[src/rtl/uart_pkg.sv]
// Shared UART definitions for the receive and transmit paths.
// Contents: receiver FSM state encoding, frame data width, stop and idle line levels.
package uart_pkg;

  localparam int unsigned UART_DATA_BITS  = 8;
  localparam logic        UART_STOP_LEVEL = 1'b1;
  localparam logic        UART_IDLE_LEVEL = 1'b1;

  typedef enum logic [2:0] {
    StIdle,
    StStart,
    StData,
    StStop,
    StBreak
  } uart_state_e;

endpackage

[src/rtl/uart_sync.sv]
// Multi-flop synchroniser for one asynchronous input bit. Flops reset to 1.
// Reusable for any async input that idles high.
// Ports:
//   i_clk   - system clock, rising edge
//   i_rst   - synchronous active-high reset
//   i_async - asynchronous input
//   o_sync  - synchronised output (last stage)
module uart_sync #(
  parameter int unsigned SYNC_STAGES = 2
) (
  input  logic i_clk,
  input  logic i_rst,
  input  logic i_async,
  output logic o_sync
);

  logic [SYNC_STAGES-1:0] r_sync;

  always_ff @(posedge i_clk) begin
    if (i_rst) begin
      r_sync <= '1;
    end else begin
      r_sync <= {r_sync[SYNC_STAGES-2:0], i_async};
    end
  end

  assign o_sync = r_sync[SYNC_STAGES-1];

endmodule

[src/rtl/uart_recv.sv]
// UART receiver, 8N1, LSB first, idle-high line. Start-bit timing is taken from the
// line itself; each bit is sampled at its centre by a local bit-period counter.
// Ports:
//   i_clk        - system clock, rising edge
//   i_rst        - synchronous active-high reset
//   i_uart_din   - asynchronous serial line, idle high
//   o_recv_data  - last good byte, held until the next good frame
//   o_recv_valid - one-cycle strobe, o_recv_data updated this cycle
//   o_frame_err  - one-cycle strobe, stop bit sampled low
//   o_recv_busy  - FSM not idle (includes waiting out a break)
module uart_recv
  import uart_pkg::*;
#(
  parameter int unsigned CLKS_PER_BIT = 434,
  parameter int unsigned SYNC_STAGES  = 2
) (
  input  logic                      i_clk,
  input  logic                      i_rst,
  input  logic                      i_uart_din,
  output logic [UART_DATA_BITS-1:0] o_recv_data,
  output logic                      o_recv_valid,
  output logic                      o_frame_err,
  output logic                      o_recv_busy
);

  localparam int unsigned CntW = $clog2(CLKS_PER_BIT);
  localparam int unsigned BitW = $clog2(UART_DATA_BITS);
  localparam logic [CntW-1:0] HalfLast = CntW'(CLKS_PER_BIT / 2 - 1);
  localparam logic [CntW-1:0] FullLast = CntW'(CLKS_PER_BIT - 1);
  localparam logic [BitW-1:0] BitLast  = BitW'(UART_DATA_BITS - 1);

  logic                      w_rx_s;
  uart_state_e               r_state;
  logic [CntW-1:0]           r_clk_cnt;
  logic [BitW-1:0]           r_bit_cnt;
  logic [UART_DATA_BITS-1:0] r_shift;
  logic [UART_DATA_BITS-1:0] r_data;
  logic                      r_valid;
  logic                      r_err;

  uart_sync #(
    .SYNC_STAGES(SYNC_STAGES)
  ) u_sync (
    .i_clk  (i_clk),
    .i_rst  (i_rst),
    .i_async(i_uart_din),
    .o_sync (w_rx_s)
  );

  always_ff @(posedge i_clk) begin
    if (i_rst) begin
      r_state   <= StIdle;
      r_clk_cnt <= '0;
      r_bit_cnt <= '0;
      r_shift   <= '0;
      r_data    <= '0;
      r_valid   <= 1'b0;
      r_err     <= 1'b0;
    end else begin
      r_valid <= 1'b0;
      r_err   <= 1'b0;
      unique case (r_state)
        StIdle: begin
          r_clk_cnt <= '0;
          if (w_rx_s != UART_IDLE_LEVEL) begin
            r_state <= StStart;
          end
        end
        StStart: begin
          if (r_clk_cnt == HalfLast) begin
            r_clk_cnt <= '0;
            // A start bit that is gone by mid-bit was a glitch.
            if (w_rx_s == UART_IDLE_LEVEL) begin
              r_state <= StIdle;
            end else begin
              r_state   <= StData;
              r_bit_cnt <= '0;
            end
          end else begin
            r_clk_cnt <= r_clk_cnt + CntW'(1);
          end
        end
        StData: begin
          if (r_clk_cnt == FullLast) begin
            r_clk_cnt <= '0;
            r_shift   <= {w_rx_s, r_shift[UART_DATA_BITS-1:1]};
            if (r_bit_cnt == BitLast) begin
              r_state <= StStop;
            end else begin
              r_bit_cnt <= r_bit_cnt + BitW'(1);
            end
          end else begin
            r_clk_cnt <= r_clk_cnt + CntW'(1);
          end
        end
        StStop: begin
          if (r_clk_cnt == FullLast) begin
            r_clk_cnt <= '0;
            if (w_rx_s == UART_STOP_LEVEL) begin
              r_data  <= r_shift;
              r_valid <= 1'b1;
              r_state <= StIdle;
            end else begin
              r_err   <= 1'b1;
              r_state <= StBreak;
            end
          end else begin
            r_clk_cnt <= r_clk_cnt + CntW'(1);
          end
        end
        StBreak: begin
          // Hold off until the line returns high so a break cannot look like a start.
          r_clk_cnt <= '0;
          if (w_rx_s == UART_IDLE_LEVEL) begin
            r_state <= StIdle;
          end
        end
        default: begin
          r_state   <= StIdle;
          r_clk_cnt <= '0;
        end
      endcase
    end
  end

  assign o_recv_data  = r_data;
  assign o_recv_valid = r_valid;
  assign o_frame_err  = r_err;
  assign o_recv_busy  = (r_state != StIdle);

endmodule

[config.mk]
export PLATFORM = sky130hd
export DESIGN_NAME = uart_recv
export DESIGN_NICKNAME = d
export VERILOG_FILES = /design/src/rtl/uart_pkg.sv /design/src/rtl/uart_sync.sv /design/src/rtl/uart_recv.sv
export SDC_FILE = /design/constraint.sdc
export NUM_CORES = 1
export LEC_CHECK = 0
export CAP_MARGIN = 20
export CORE_MARGIN = 1.5
export CORE_UTILIZATION = 40
export CTS_CLUSTER_DIAMETER = 200
export DETAILED_ROUTE_END_ITERATION = 10
export GPL_ROUTABILITY_DRIVEN = 0
export GPL_TIMING_DRIVEN = 0
export SLEW_MARGIN = 5
export SYNTH_ARGS = -nofsm -noshare
export SYNTH_HDL_FRONTEND = slang
export SYNTH_SLANG_ARGS = --single-unit
[constraint.sdc]
create_clock -name i_clk -period 2.8 [get_ports i_clk]
set_input_delay 0.28 -clock i_clk [delete_from_list [all_inputs] [get_ports i_clk]]
set_output_delay 0.28 -clock i_clk [all_outputs]
set_load 0.01 [all_outputs]
; Word level (Yosys, flattened, before mapping)
; Index checks and enable logic that the tools add are counted.
[totals]
regBits = 35
in_bits = 3
output_inout_bits = 11
word_cells = 55
[classes]
add_sub_neg = 2
n_eq_ne = 15
mux = 19
bitwise_logic = 2
n_reduce_logical = 9
[ops]
columns = cell, count
row1 = $mux W3, 11
row2 = $mux W9, 2
row3 = $pmux W9 S2, 1
row4 = $pmux W3 S5, 1
row5 = $ne A2 B2 Y1 const B, 7
row6 = $add A9 B1 Y9 const B, 1
row7 = $eq A9 B8 Y1 const B, 1
row8 = $eq A9 B9 Y1 const B, 1
row9 = $eq A3 B2 Y1 const B, 2
row10 = $eq A3 B3 Y1 const B, 2
row11 = $pmux W3 S2, 1
row12 = $reduce_and A6 Y1, 1
row13 = $reduce_and A5 Y1, 1
row14 = $add A3 B1 Y3 const B, 1
row15 = $eq A3 B1 Y1 const B, 1
row16 = $logic_not A3 Y1, 1
row17 = $reduce_and A3 Y1, 1
row18 = $reduce_bool A3 Y1, 1
row19 = $reduce_or A3 Y1, 1
row20 = $mux W1, 2
row21 = $mux W2, 1
row22 = $ne A2 B1 Y1 const B, 1
row23 = $not A1 Y1, 2
row24 = $reduce_and A2 Y1, 1
row25 = 2 further kinds, 2

; Longest topological paths before layout
; Gate-level depths: netlist of the first run.
[depth]
depth_word = 4
ltp_mapped = 8
depth_no_buf = 6

; Modules after synthesis
; A second synthesis of the first run with hierarchy kept.
[hier_totals]
cells_unflattened = 162
area_unflattened_um2 = 1582.8
[modules_own_cells]
columns = module, n_inst, cells_each, area_per_inst_um2
row1 = uart_recv, 1, 158, 1530.2
row2 = uart_sync, 1, 4, 52.6

; Worst setup path before layout of the first run
; No wires, ideal clock.
[synth_path]
kind = register to register
startpoint = reg r_clk_cnt[0]
endpoint = reg r_bit_cnt[0]
setup_ns = 0.132
t_arrival_ns = 1.772
required_ns = 2.668
slack_ns = 0.896
path_stages_with_launch = 8
period_less_slack_ns = 1.904
path_cell_list = dfxtp_1 > ha_1 > nand4bb_2 > or4_1 > clkbuf_1 > buf_2 > o211ai_1 > a21oi_1
[synth_between]
elab_chain_cells = 3
[synth_rtl]
columns = element, line_no
row1 = "start, declared", uart_recv.sv:34  ; logic [CntW-1:0] r_clk_cnt;
row2 = "start signal, assigned", uart_recv.sv:80  ; r_clk_cnt <= r_clk_cnt + CntW'(1);
row3 = "start signal, assigned", uart_recv.sv:93  ; r_clk_cnt <= r_clk_cnt + CntW'(1);
row4 = "start signal, assigned", uart_recv.sv:108  ; r_clk_cnt <= r_clk_cnt + CntW'(1);
row5 = $eq A9 B9 Y1 or $eq A9 B8 Y1 (tied branches), "uart_recv.sv:84, uart_recv.sv:70"
row6 = $ne A2 B2 Y1 (no source line), n/a
row7 = $reduce_and A5 Y1 (no source line) (*), n/a
row8 = "end signal, assigned", uart_recv.sv:90  ; r_bit_cnt <= r_bit_cnt + BitW'(1);
row9 = "end, declared", uart_recv.sv:35  ; logic [BitW-1:0] r_bit_cnt;
; Every way passes the cells marked *; elsewhere a longest branch is shown, timed or not.
; A chain may end at the register's enable or synchronous reset.

; Final worst setup path of the first run
; Ends and elaborated chain as after synthesis.

==> out/metrics.csv, run 1 <==
stage,metric,value,unit
cts,hold_buf cts,0,
cts,H-tree depth,2,
cts,Post-CTS Setup Inserts,0,
placement,Placed Cells,229,
final_layout,nets,196,
grt,largest net degree at the start of global routing,13,
cts,Max clock buf depth,2,
cts,CTS Root Cell,clkbuf_8,
floorplanning,core area,3720,um2
final_layout,multi-input combinational cell area,822,um2
job,Max Cap Viol,0,
final_layout,fraction of layout cells with a size suffix above 1,8.47,%
yosys,Syn Area/Cell,9.35,um2
timing,Worst Tran Pin Value,819,ps
grt,"Most Used Layer, Global Route",met2,
final_layout,Sequential Area,701,um2
floorplanning,die area,4340,um2
drt,drt pass-1 iters,4,
floorplanning,Top Ports,14,
drt,vias,1247,
placement,detailed placement HPWL,2200,um
setup_path,Worst Setup Start Kind,flip-flop,
placement,Placement Setup Slack,657,ps
timing,final hold vios,0,
setup_path,Worst EP required,2950,ps
final_layout,antenna diode count,0,
grt,Total GRT Usage,17.1,%
final_layout,Non-Filler Instances,237,
drt,WL/cell,13.3,um
drt,drt total wl,3160,um
setup_path,WP data arrival,2300,ps
yosys,Post-Syn Area,1580,um2
final_layout,"commonest non-fill, non-tap cells in the layout","nor2_1 (35), dfxtp_1 (35), mux2i_1 (16), clkdlybuf4s50_1 (12), clkbuf_1 (9)",
floorplanning,Die X,65.9,um
setup_path,Crit Path Class,flip-flop to flip-flop,
power_and_ir_drop,LEAKAGE,0.710,nW
yosys,synth warn,0,
cts,Num Clock Sinks,35,
run_status,outcome,"complete, no violations",
grt,grt met2 use,27.5,%
power_and_ir_drop,Peak VDD IR,326,uV
timing,Final Max Slew Viols,0,
cts,post-CTS sizing,0,
timing,period utilization,76.8,%
setup_path,Worst setup EP type,flip-flop,
final_layout,Post-Layout Inst Area,1870,um2
yosys,Mapped Cells,169,
final_layout,Area Overhead vs Synth,18.5,%
timing,setup slack after layout,648,ps
drt,DRT iter0 DRCs,143,
grt,antenna violations before repair,0,
yosys,Synth Flop Type,dfxtp_1,
grt,vias in the first global route,1241,
final_layout,final core occ,50.4,%
grt,first-pass GRT wire length,5720,um
grt,met3 Use GR,4.94,%
cts,register clock-pin slew on the reported worst setup and hold paths,70,ps
yosys,Cell variety after synth,39,
setup_path,"critical path fanouts, max",10,
yosys,Post-synth EDFFs,0,
floorplanning,Die Y,65.9,um
grt,total grt overflow,0,
timing,fmax,465,MHz
power_and_ir_drop,PD cells,573,nW/um2
cts,TritonCTS buffer count,5,
yosys,Synth async-reset ratio,0,%
drt,Via-to-Cell Ratio,5.26,
placement,# port buffers,12,
cts,CTS tree,yes,
yosys,"Net Count, Synth",177,
timing,Relative slew margins,45.1,%
placement,Placement Cell Area,1760,um2
final_layout,Fillers,355,
drt,Remaining DRCs,0,
cts,clock latency on the worst-skew pair,280,ps
power_and_ir_drop,Final Power,1.07,mW
timing,RSZ-0062 raised after global routing,no,
grt,GR Layer Usage met1,22.3,%
timing,clk_skew,2.48,ps
drt,antenna-violating nets left,0,
timing,smallest hold slack,418,ps
timing,Tmin final,2150,ps
floorplanning,Rows,22,
timing,Final setup viols,0,
timing,Setup TNS Final,0,ps
worst_hold_path,worst hold path type,flip-flop to flip-flop,
yosys,post-synthesis sequential area ratio,44.3,%
yosys,"flops & latches, synth",35,
floorplanning,Starting Density,42.5,%
==> logic make-up after synthesis <==
kind of cell,count (synthesis),synth area share (%)
and+or+nand+nor,70,24.9
DFF,35,44.3
AOI/OAI and AO/OA,20,8.55
muxes,16,10.1
buffers and inverters,15,3.64
xor gates and xnor gates,8,4.43
adders and majority gates,5,3.96
==> final timing paths <==
kind                                  startpoint               end  slack, ps  cells past startpoint
worst max register to register      r_clk_cnt[0]      r_bit_cnt[0]        650                      7
worst min-delay path            u_sync.r_sync[0]  u_sync.r_sync[1]        420                      1
worst max-delay path                r_clk_cnt[0]      r_bit_cnt[0]        650                      7
worst min register to register  u_sync.r_sync[0]  u_sync.r_sync[1]        420                      1
==> critical path, cell delays in order, from the launching register on <==
cell,delay [ps]
dfxtp_1,430
ha_1,210
nand4bb_2,220
or4_1,520
clkbuf_1,150
buf_2,230
o211ai_1,190
a21oi_1,80
==> Yosys cell counts, drive strengths merged, types with 2 or more instances <==
master,instances,share of area (%)
or3,3,1.2
ha,5,4.0
nand2,3,0.71
nor3,4,1.6
inv,5,1.2
a31oi,2,0.79
or2,2,0.79
nor2b,2,0.79
o211ai,3,1.4
nor2,35,8.3
xor2,2,1.1
a211o,2,1.1
or3b,2,1.1
dfxtp,35,44
mux2i,16,10
o21ai,3,0.95
clkbuf,9,2.1
nand4b,3,2.6
a21oi,5,1.6
nand2b,2,0.79
nand3,5,1.6
xnor2,6,3.3
==> routing by layer <==
layer,share of wire [%],vias to the layer above,routed length [um]
met2,48,28,1510
li1,-,625,-
met3,3.6,2,113
met5,0,-,0
met4,0.60,0,19
met1,48,592,1520
==> power by group <==
group,total [mW],switching [mW],internal [mW]
combinational,0.106,0.0622,0.0437
sequential,0.519,0.0111,0.508
clock,0.448,0.183,0.265
total,1.07,0.256,0.816
==> flip-flops by register name, indices dropped and copies added (netlist names) <==
name and flops:
r_shift 8, r_clk_cnt 9, o_frame_err 1, o_recv_data 8, r_bit_cnt 3, u_sync.r_sync 2
r_state 3, o_recv_valid 1
==> layout make-up <==
cell class / count / share of cell area, %
Multi-Input combinational cell: 119 / 43.9
Sequential cell: 35 / 37.4
Timing Repair Buffer: 12 / 6.41
Clock buffer: 5 / 3.67
Tap cell: 48 / 3.21
Clock inverter: 3 / 2.34
Buffer: 10 / 2.07
Inverter: 5 / 1.00
Note: power is estimated with default switching activity, not from simulation.
==> run 2: changes to the inputs <==
clock period = 1.9 ns   (was 2.8 ns; I/O delays follow)
==> run 2 against run 1 <==
Effect of this change:
- clock skew about the same
- non-clock buffer count fell by 1
- critical path type unchanged
- clock power up 75%
- routed wire length is 5.4% lower
- utilization is 2.7 points higher
- cell count decreased by 0.42%
- via count shrank 1.3%
- global-route usage fell by 1.6 points
- setup slack worse by 590 ps
- combinational power up 47%
==> out/metrics.csv, run 2 (synthesized netlist as in run 1, its figures left out) <==
stage,metric,value,unit,change
floorplanning,die area,4340,um2,unchanged
grt,first-pass GRT wire length,5140,um,was 5720 um
drt,vias,1231,,was 1247
final_layout,max reg flops,9,,unchanged
power_and_ir_drop,Final Power,1.71,mW,was 1.07 mW
timing,Relative slew margins,71.1,%,was 45.1%
timing,Tmin final,1840,ps,was 2150 ps
grt,vias in the first global route,1144,,was 1241
placement,Placement Setup Slack,-176,ps,was 657 ps
floorplanning,core area,3720,um2,unchanged
cts,CTS Root Cell,clkbuf_8,,unchanged
setup_path,worst r2r path cells,5,,was 7
setup_path,reg2reg end,r_bit_cnt[2],,was r_bit_cnt[0]
timing,setup slack after layout,61.0,ps,was 648 ps
floorplanning,Die Y,65.9,um,unchanged
grt,antenna violations before repair,0,,unchanged
power_and_ir_drop,PD cells,867,nW/um2,was 573 nW/um2
grt,total grt overflow,0,,unchanged
grt,largest net degree at the start of global routing,12,,was 13
cts,Num Clock Sinks,35,,unchanged
final_layout,"commonest non-fill, non-tap cells in the layout","nor2_1 (35), dfxtp_1 (31), mux2i_1 (16), clkdlybuf4s50_1 (12), xnor2_1 (6)",,"was nor2_1 (35), dfxtp_1 (35), mux2i_1 (16), clkdlybuf4s50_1 (12), clkbuf_1 (9)"
timing,Final Max Slew Viols,0,,unchanged
final_layout,nets,195,,was 196
cts,clock latency on the worst-skew pair,280,ps,about the same
worst_hold_path,hold path startpoint,i_rst,,was u_sync.r_sync[0]
drt,antenna-violating nets left,0,,unchanged
timing,clk_skew,2.53,ps,was 2.48 ps
final_layout,Fillers,351,,was 355
worst_hold_path,Hold Path Depth,2,,was 1
worst_hold_path,Hold Path End,o_frame_err,,was u_sync.r_sync[1]
setup_path,Worst Setup Start Kind,flip-flop,,unchanged
setup_path,Crit. Startpoint,r_state[2],,was r_clk_cnt[0]
final_layout,fraction of layout cells with a size suffix above 1,16.0,%,was 8.47%
setup_path,"reg-to-reg slack, setup",60,ps,was 650 ps
run_status,outcome,"complete, no violations",,unchanged
job,Max Cap Viol,0,,unchanged
drt,Remaining DRCs,0,,unchanged
cts,TritonCTS buffer count,5,,unchanged
power_and_ir_drop,Peak VDD IR,367,uV,was 326 uV
floorplanning,Top Ports,14,,unchanged
final_layout,Non-Filler Instances,236,,was 237
setup_path,WP data arrival,2000,ps,was 2300 ps
placement,# port buffers,12,,unchanged
setup_path,"critical path fanouts, max",10,,unchanged
placement,Placed Cells,229,,unchanged
final_layout,"commonest non-fill, non-tap cell in the layout",nor2_1,,
floorplanning,Starting Density,42.5,%,unchanged
power_and_ir_drop,LEAKAGE,0.763,nW,was 0.710 nW
setup_path,Worst EP required,2060,ps,was 2950 ps
setup_path,Worst setup EP type,flip-flop,,unchanged
cts,register clock-pin slew on the reported worst setup and hold paths,70,ps,about the same
timing,Final setup viols,0,,unchanged
drt,WL/cell,12.7,um,was 13.3 um
drt,DRT iter0 DRCs,63,,was 143
timing,final hold vios,0,,unchanged
placement,detailed placement HPWL,2130,um,was 2200 um
final_layout,Biggest register,r_clk_cnt,,unchanged
floorplanning,Die X,65.9,um,unchanged
cts,H-tree depth,2,,unchanged
worst_hold_path,worst hold path type,input port to flip-flop,,was flip-flop to flip-flop
setup_path,Crit Path Class,flip-flop to flip-flop,,unchanged
drt,drt pass-1 iters,4,,unchanged
timing,fmax,544,MHz,was 465 MHz
final_layout,Area Overhead vs Synth,24.9,%,was 18.5%
timing,Worst Tran Pin Value,434,ps,was 819 ps
floorplanning,Rows,22,,unchanged
cts,Max clock buf depth,2,,unchanged
drt,Via-to-Cell Ratio,5.22,,was 5.26
final_layout,antenna diode count,0,,unchanged
grt,Total GRT Usage,15.6,%,was 17.1%
timing,period utilization,96.8,%,was 76.8%
setup_path,FF-to-FF Start,r_state[2],,was r_clk_cnt[0]
cts,CTS tree,yes,,unchanged
drt,drt total wl,2990,um,was 3160 um
run 2: cell types whose count changed in the layout (fill, tap and decap cells not counted), sizes merged:
cell	before	now
clkbuf	14	10
bufinv	1	2
clkinv	2	0
buf	1	5
run 2: timing repair:
| item | in CTS | in global routing |
|---|---|---|
| pin swaps | 0 | 6 |
| setup buffers | 0 | 2 |
| endpoints found under the hold margin | 0 | 0 |
| hold buffers | 0 | 0 |
| gates resized for setup | 5 | 19 |
| endpoints found under the setup margin | 29 | 30 |
run 2: layout make-up:
class	count	area [um2]	share of cell area (%)
multi-input combinational	119	866	43.9
buffer	7	40.0	2.03
sequential	35	708	35.9
clock inverter	2	60.1	3.04
clock buffer	6	72.6	3.68
inverter	5	18.8	0.951
timing repair buffer	14	148	7.48
tap	48	60.1	3.04
run 2: worst max-delay path by stage:
stage	endpoint	depth (start not counted)
finish	r_bit_cnt[2]	5
global route	o_recv_busy	3
CTS	o_recv_data[5]	5
detailed placement	r_bit_cnt[1]	7
global placement	r_bit_cnt[1]	7
floorplan	r_bit_cnt[2]	6
run 2: routing by layer:
layer  GRT usage [%]  vias up  wire length (um)
li1                -      625                 -
met1            18.8      570              1330
met2            25.3       29              1480
met3            5.28        7               121
met4            6.25        0                58
met5               0        -                 0
run 2: metrics by stage:
| stage | hold slack (ps) | TNS [ps] | instance area [um2] | util (%) |
|---|---|---|---|---|
| 6_report | 308 | 0 | 1970 | 53.1 |
| 5_1_grt | 353 | -6.90 | 1970 | 53.1 |
| 4_1_cts | 297 | -772 | 1910 | 51.3 |
| 3_5_place_dp | 395 | -3110 | 1760 | 47.4 |
| 3_3_place_gp | 401 | -2410 | 1760 | 47.4 |
| 2_1_floorplan | 294 | 0 | 1580 | - |
run 2: critical path: stages (launching register included):
cell and delay [ps]:
dfxtp_1 310, buf_4 160, or4b_2 620, or3_4 420, o211ai_1 110, a21oi_1 80
run 2: power by group:
part | total (mW) | internal, mW | switching, mW | leakage, nW
logic | 0.156 | 0.0699 | 0.0857 | 0.414
clock network | 0.784 | 0.524 | 0.259 | 0.0654
registers | 0.772 | 0.750 | 0.0213 | 0.284
total | 1.71 | 1.34 | 0.366 | 0.763
==> run 3: changes to the inputs <==
CAP_MARGIN = unset   (was 20)
CELL_PAD_IN_SITES_DETAIL_PLACEMENT = 2   (was unset)
CELL_PAD_IN_SITES_GLOBAL_PLACEMENT = 2   (was unset)
CORE_UTILIZATION = 32   (was 40)
GPL_ROUTABILITY_DRIVEN = unset   (was 0)
PLACE_DENSITY_LB_ADDON = 0.1   (was unset)
==> run 3 against run 2 <==
Effect of this change:
- cell count increased by 11%
- utilization decreased by 11 points
- die area increased by 24%
- setup slack got worse by 23 ps
- critical path depth increased by 1
- global-route usage increased by 0.43 points
- sequential power about the same
- critical endpoint is now r_bit_cnt[1]
- largest cell class unchanged
==> out/metrics.csv, run 3 (synthesized netlist as in run 1, its figures left out) <==
stage,metric,value,unit,change
timing,Final Max Slew Viols,0,,unchanged
power_and_ir_drop,Peak VDD IR,419,uV,was 367 uV
final_layout,"commonest non-fill, non-tap cells in the layout","nor2_1 (35), dfxtp_1 (30), mux2i_1 (16), clkdlybuf4s50_1 (12), buf_4 (8)",,"was nor2_1 (35), dfxtp_1 (31), mux2i_1 (16), clkdlybuf4s50_1 (12), xnor2_1 (6)"
setup_path,worst r2r path cells,6,,was 5
timing,Worst Tran Pin Value,486,ps,was 434 ps
setup_path,reg2reg end,r_bit_cnt[1],,was r_bit_cnt[2]
power_and_ir_drop,Final Power,1.47,mW,was 1.71 mW
drt,Via-to-Cell Ratio,4.93,,was 5.22
setup_path,CP Buf/Inv Count,1,,unchanged
timing,period utilization,98.0,%,was 96.8%
cts,Num Clock Sinks,35,,unchanged
final_layout,Fillers,528,,was 351
grt,largest net degree at the start of global routing,12,,unchanged
drt,antenna-violating nets left,0,,unchanged
setup_path,worst path cell trace,"inv_4, ha_4, nand4bb_4, or4_4, or3b_1, a21oi_1",,"was buf_4, or4b_2, or3_4, o211ai_1, a21oi_1"
placement,Placement Cell Area,1790,um2,was 1760 um2
drt,drt total wl,3920,um,was 2990 um
setup_path,"reg-to-reg slack, setup",40,ps,was 60 ps
setup_path,Critical Path Stages,6,,was 5
grt,vias in the first global route,1330,,was 1144
floorplanning,core area,4750,um2,was 3720 um2
floorplanning,Top Ports,14,,unchanged
timing,Setup TNS Final,0,ps,unchanged
floorplanning,Die X,73.3,um,was 65.9 um
setup_path,Worst EP required,2110,ps,was 2060 ps
final_layout,max reg flops,9,,unchanged
drt,drt pass-1 iters,4,,unchanged
setup_path,Worst Setup Start Kind,flip-flop,,unchanged
worst_hold_path,Hold Path Depth,2,,unchanged
cts,clock latency on the worst-skew pair,280,ps,about the same
cts,H-tree depth,2,,unchanged
setup_path,cell family with the largest share of critical-path delay,simple AND/OR/NAND/NOR gates,,unchanged
worst_hold_path,hold path startpoint,i_rst,,unchanged
final_layout,Area Overhead vs Synth,26.8,%,was 24.9%
grt,total grt overflow,0,,unchanged
floorplanning,Rows,25,,was 22
drt,vias,1288,,was 1231
final_layout,multi-input combinational cell area,870,um2,was 866 um2
timing,smallest hold slack,317,ps,was 308 ps
floorplanning,Die Y,73.3,um,was 65.9 um
drt,Remaining DRCs,0,,unchanged
grt,first-pass GRT wire length,6440,um,was 5140 um
grt,Total GRT Usage,16.0,%,was 15.6%
timing,RSZ-0062 raised after global routing,yes,,
setup_path,Crit. Startpoint,r_clk_cnt[1],,was r_state[2]
cts,CTS Root Cell,clkbuf_8,,unchanged
floorplanning,die area,5370,um2,was 4340 um2
cts,CTS tree,yes,,unchanged
final_layout,nets,201,,was 195
timing,fmax,537,MHz,was 544 MHz
setup_path,Worst setup EP type,flip-flop,,unchanged
final_layout,antenna diode count,0,,unchanged
final_layout,fraction of layout cells with a size suffix above 1,19.6,%,was 16.0%
final_layout,Sequential Area,712,um2,was 708 um2
timing,Relative slew margins,67.6,%,was 71.1%
final_layout,Post-Layout Inst Area,2000,um2,was 1970 um2
setup_path,Crit Path Class,flip-flop to flip-flop,,unchanged
run_status,outcome,"complete, no violations",,unchanged
placement,# port buffers,12,,unchanged
power_and_ir_drop,LEAKAGE,0.776,nW,was 0.763 nW
placement,detailed placement HPWL,2830,um,was 2130 um
drt,DRT iter0 DRCs,34,,was 63
setup_path,"critical path fanouts, max",5,,was 10
placement,GP Congestion,0.760,,
setup_path,WP data arrival,2080,ps,was 2000 ps
setup_path,FF-to-FF Start,r_clk_cnt[1],,was r_state[2]
setup_path,Crit path largest cell delay,600,ps,was 620 ps
cts,hold_buf cts,0,,unchanged
cts,TritonCTS buffer count,5,,unchanged
power_and_ir_drop,PD cells,732,nW/um2,was 867 nW/um2
setup_path,CP max stage cell,or4_4,,was or4b_2
final_layout,"commonest non-fill, non-tap cell in the layout",nor2_1,,unchanged
timing,Final setup viols,0,,unchanged
timing,Tmin final,1860,ps,was 1840 ps
cts,Max clock buf depth,2,,unchanged
final_layout,Biggest register,r_clk_cnt,,unchanged
grt,antenna violations before repair,0,,unchanged
timing,clk_skew,3.03,ps,was 2.53 ps
worst_hold_path,Hold Path End,o_frame_err,,unchanged
floorplanning,Starting Density,33.2,%,was 42.5%
timing,final hold vios,0,,unchanged
job,Max Cap Viol,0,,unchanged
drt,WL/cell,15.0,um,was 12.7 um
cts,register clock-pin slew on the reported worst setup and hold paths,70,ps,about the same
worst_hold_path,worst hold path type,input port to flip-flop,,unchanged
## run 3: routing by layer
layer	vias up	GRT usage, %	part of all wire, %
met4	0	6.71	1.1
li1	640	-	-
met3	5	4.25	2.9
met1	628	19.3	44
met5	-	0	0
met2	15	26.8	52
## run 3: timing repair
action,CTS,global route
resized for setup,7,24
pin swaps,0,9
hold endpoints to repair,0,0
setup buffers,0,8
endpoints found under the setup margin,29,31
## run 3: how the worst max path moves through the flow
| stage | slack (ps) | end |
|---|---|---|
| finish | 40 | r_bit_cnt[1] |
| global route | -30 | r_bit_cnt[1] |
| CTS | -180 | o_recv_data[7] |
| detailed placement | -270 | r_clk_cnt[5] |
| global placement | -200 | r_bit_cnt[0] |
| floorplan | 1 | r_bit_cnt[2] |
## run 3: worst reg2reg max path: stages, from the launching register on
cell	delay (ps)
dfxtp_4	350
inv_4	60
ha_4	140
nand4bb_4	130
or4_4	600
or3b_1	380
a21oi_1	130
## run 3: area by class of cell
type / count / share of cell area (%)
multi-input combinational: 119 / 43.4
sequential: 35 / 35.5
timing repair buffer: 20 / 8.99
tap: 67 / 4.18
clock buffer: 6 / 3.62
buffer: 7 / 2.62
inverter: 5 / 1.06
clock inverter: 2 / 0.624
## run 3: power breakdown
group	leakage, nW	total (mW)	internal [mW]	switching [mW]
Sequential	0.285	0.769	0.749	0.0202
Combinational	0.449	0.167	0.0715	0.0954
Clock	0.0412	0.530	0.256	0.274
Total	0.776	1.47	1.08	0.390
## run 3: stage by stage
step,setup slack [ps],cells,util (%)
after floorplan,1.50,169,-
after global placement,-195,248,37.6
after detailed placement,-273,248,37.6
after CTS,-180,254,39.7
after global routing,-33.0,261,42.2
final,38.3,261,42.2
